===== src/rtl/bit_alu_serial_ctrl.sv =====
// Bit-serial sequencer for a 1-bit bit_alu: latches one WIDTH-bit operation,
// steps the ALU LSB first, one bit per cycle, and hands back the assembled word.
module bit_alu_serial_ctrl #(
  parameter int WIDTH = 8
) (
  input  logic             clk,
  input  logic             rst_n,
  input  logic             in_valid,
  output logic             in_ready,
  input  logic [1:0]       op,
  input  logic [WIDTH-1:0] opa,
  input  logic [WIDTH-1:0] opb,
  output logic             out_valid,
  input  logic             out_ready,
  output logic [WIDTH-1:0] result,
  output logic             busy,
  output logic [1:0]       alu_sel,
  output logic             alu_a,
  output logic             alu_b,
  input  logic             alu_y
);

  localparam int CNT_W = $clog2(WIDTH);
  localparam logic [CNT_W-1:0] LAST_BIT = CNT_W'(WIDTH - 1);

  typedef enum logic [1:0] {
    IDLE = 2'd0,
    RUN  = 2'd1,
    DONE = 2'd2
  } state_t;

  state_t           state_q;
  logic [CNT_W-1:0] cnt_q;
  logic [1:0]       op_q;
  logic [WIDTH-1:0] opa_q;
  logic [WIDTH-1:0] opb_q;
  logic [WIDTH-1:0] result_q;

  always_ff @(posedge clk) begin
    if (!rst_n) begin
      state_q  <= IDLE;
      cnt_q    <= '0;
      op_q     <= '0;
      opa_q    <= '0;
      opb_q    <= '0;
      result_q <= '0;
    end else begin
      case (state_q)
        IDLE: begin
          if (in_valid) begin
            op_q     <= op;
            opa_q    <= opa;
            opb_q    <= opb;
            result_q <= '0;
            cnt_q    <= '0;
            state_q  <= RUN;
          end
        end
        RUN: begin
          // alu_y reflects the bit currently being driven, so capture it in place
          result_q[cnt_q] <= alu_y;
          if (cnt_q == LAST_BIT) begin
            cnt_q   <= '0;
            state_q <= DONE;
          end else begin
            cnt_q <= cnt_q + 1'b1;
          end
        end
        DONE: begin
          if (out_ready) begin
            state_q <= IDLE;
          end
        end
        default: state_q <= IDLE;
      endcase
    end
  end

  assign in_ready  = (state_q == IDLE);
  assign busy      = (state_q != IDLE);
  assign out_valid = (state_q == DONE);
  assign result    = result_q;

  // ALU inputs are forced to zero whenever no bit is being processed
  assign alu_sel = (state_q == RUN) ? op_q : 2'b00;
  assign alu_a   = (state_q == RUN) & opa_q[cnt_q];
  assign alu_b   = (state_q == RUN) & opb_q[cnt_q];

endmodule

===== config.mk =====
export PLATFORM = sky130hd
export DESIGN_NAME = bit_alu_serial_ctrl
export DESIGN_NICKNAME = d
export VERILOG_FILES = /design/src/rtl/bit_alu_serial_ctrl.sv
export SDC_FILE = /design/constraint.sdc
export NUM_CORES = 1
export LEC_CHECK = 0
export ABC_AREA = 1
export CAP_MARGIN = 10
export CELL_PAD_IN_SITES_DETAIL_PLACEMENT = 2
export CELL_PAD_IN_SITES_GLOBAL_PLACEMENT = 2
export CORE_MARGIN = 3
export CORE_UTILIZATION = 26
export CTS_CLUSTER_SIZE = 24
export DETAILED_ROUTE_END_ITERATION = 16
export PLACE_DENSITY_LB_ADDON = 0.1
export SYNTH_ARGS = -nofsm -noshare
export SYNTH_HDL_FRONTEND = slang
export SYNTH_SLANG_ARGS = --single-unit

===== constraint.sdc =====
create_clock -name clk -period 1.7 [get_ports clk]
set_input_delay 0.51 -clock clk [delete_from_list [all_inputs] [get_ports clk]]
set_output_delay 0.51 -clock clk [all_outputs]
set_load 0.02 [all_outputs]

==> results.md <==
* Status: finished with violations
* Failing checks: negative setup slack
* Hold_buf cts at 0
* Fin cells at 346
* Remaining DRCs at 0
* Critical Path Max Stage Delay at 0.42 ns
* Final Hold Viols at 0
* Worst skew pair latency at 0.28 ns
* Core Footprint at 0.00557 mm^2
* First-pass GRT wire length at 7760 um
* Worst Path Buf+Inv at 2
* Seq cells post-synth at 31
* ANT nets after route at 0
* Critical-path cell list: buf_6, nand2_2, nand2_1, nand2_1, nand2_1, nand2_2, a21oi_2, buf_6
* Register area share after synthesis at 0.408
* GRT overflow at 0
* Most common cell after layout, fill and taps aside: nor2_1
* CP Data Required Time at 1.19 ns
* Synth Cell Area at 0.00152 mm^2
* Critical Path Stages at 8
* Slew Viols, Final at 0
* Initial Util at 0.273
* Routability cong. at 0.731
* CP top delay family: flip-flops
* Fin util at 0.415
* Die height at 82.5 um
* Layout filler cell count at 656
* Max_slew headroom at 0.804
* Die Span X at 82.5 um
* Max Cap Viol at 0
* 1st-pass router iterations at 4
* Yosys warning count at 0
* Row count at 27
* Vias at 1,604
* Nets at 298
* Multi-input gate area at 778 um^2
* Net count after synthesis at 234
* Total Wirelength at 4770 um
* RSZ-0062 raised after global routing: yes
* CTS Buf Count at 5
* Slew @ Worst Pin at 0.293 ns
* Htree depth at 2
* Clock Skew at 0.00899 ns
* Total Die Area at 0.00681 mm^2
* Vias per Instance at 4.64
* Tot GR Track Use at 0.150
* Hpwl dp at 3560 um
* Total power at 1940 uW
* Worst Hold Class: reg2reg
* Initial antenna violation count at 0
* IO Pins at 38
* Max VDD drop at 312 uV
* R2R cell count at 6
* CTS clock-pin slew for the worst setup and hold paths at 0.08 ns
* Setup violations, final at 2
* Setup crit start kind: register
* Fmax achieved at 0.526 GHz
* Arrival @ worst endpoint at 1.39 ns
* Minimum clock period after layout at 1.90 ns
* Max FO, Critical Path at 6
* Leading cell types in the layout, fill and taps excluded: nor2_1 (47), nand2_1 (33), dfxtp_1 (28)
* Per-cell routed wire length at 13.8 um
* Vias in the first global route at 1,644
* Leak pwr at 0.00104 uW
* Post-Place Cells at 332
* Post-Syn Instances at 209
* Deepest clock path buffer count at 2
* CTS tree: built
* Critical path type: reg2out
* Pwr/cell area at 841 mW/mm^2
* Reg area at 632 um^2
* Slowest-stage cell, CP: dfxtp_4
* Synth Area per Inst at 7.29 um^2
* Pin count of the biggest net entering global routing at 16
* Inserted Diodes at 0
* Final period util at 1.12
* Clk sinks at 31
* I/O Buffers at 37
* Crit path capture type: primary output
* Drt initial violations at 28
* Layout area overhead at 51.8%
* Fin worst setup slack at -0.202 ns
* Share of cells above drive strength 1 at 0.292
* Hold Path Depth at 2
* Root Buffer: clkbuf_8
* Yosys cell types at 27
* Cell repeated most along the worst path: nand2_1
-- report_power, final --
group | switching (uW) | internal (uW)
registers | 33.0 | 768
logic | 188 | 176
clock network | 304 | 475
total | 524 | 1420
-- metrics by stage --
stage | worst slack, ns | hold slack, ns | instance area, um^2 | TNS [ns]
CTS | -0.198 | 0.466 | 2300 | -0.395
global placement | -0.532 | 0.445 | 2120 | -1.04
global route | -0.313 | 0.491 | 2310 | -0.541
finish | -0.202 | 0.468 | 2310 | -0.358
floorplan | 0.0225 | 0.429 | 1530 | 0
detailed placement | -0.545 | 0.455 | 2120 | -1.09
-- per-layer routing --
metal	routed length [um]	part of all wire	vias up	track usage
met2	2470	0.52	28	0.272
li1	-	-	800	-
met4	36	0.0076	0	0.0392
met3	197	0.041	4	0.0358
met1	2060	0.43	772	0.176
met5	0	0	-	0
-- area by class of cell --
cell class / instances / area share
Multi-Input combinational cell: 153 / 0.337
Sequential cell: 31 / 0.273
Timing Repair Buffer: 68 / 0.272
Tap cell: 72 / 0.0390
Clock buffer: 6 / 0.0357
Inverter: 14 / 0.0282
Clock inverter: 2 / 0.0152
-- worst min-delay path, cell delays in order (launching register included) --
cell     delay [ns]
dfxtp_1        0.31
inv_1          0.07
a21oi_1        0.06
-- flip-flops by register name, summed over array words and instances, names as in the netlist --
register  count
cnt_q         3
state_q       2
op_q          2
opa_q         8
opb_q         8
result        8
-- kinds of logic after synthesis --
group,synth area share
compound gates,0.146
fa+ha+maj,0.0164
flops,0.408
simple gates,0.331
buf+inv,0.0986
-- synthesized netlist by cell type --
cell     number  area share
buf_6         1      0.0074
o21ai_2       4       0.023
nor2_1       49        0.12
buf_4         3       0.015
nand4_1       4       0.016
buf_12        1       0.013
buf_1         1      0.0025
inv_1         9       0.022
inv_4         2      0.0082
a22oi_1       2      0.0099
nand2_1      38       0.094
nand2_2       3       0.012
o21a_1        1      0.0049
ha_1          2       0.016
nand2_4       2       0.015
o21ai_0      17       0.056
buf_2         4       0.013
nand3_1       9       0.030
nand4_2       1      0.0082
dfxtp_1      31        0.41
nor2_4        2       0.015
inv_2         3      0.0074
a21oi_1       9       0.030
nor3_1        5       0.016
a21oi_2       4       0.023
buf_8         1      0.0099
nor2_2        1      0.0041
-- worst paths after layout --
| kind | slack, ns | end | from |
|---|---|---|---|
| max | -0.20 | alu_b | cnt_q[0] |
| min | 0.47 | op_q[1] | op_q[1] |
| max reg2reg | 0.14 | cnt_q[1] | cnt_q[0] |
| min reg2reg | 0.47 | op_q[1] | op_q[1] |
-- timing repair --
action / in CTS / in global routing
resized for setup: 53 / 5
setup endpoints to repair: 15 / 4
pin swaps: 6 / 3
buffers inserted: 4 / 2
Power figures use the tool's default switching activity.
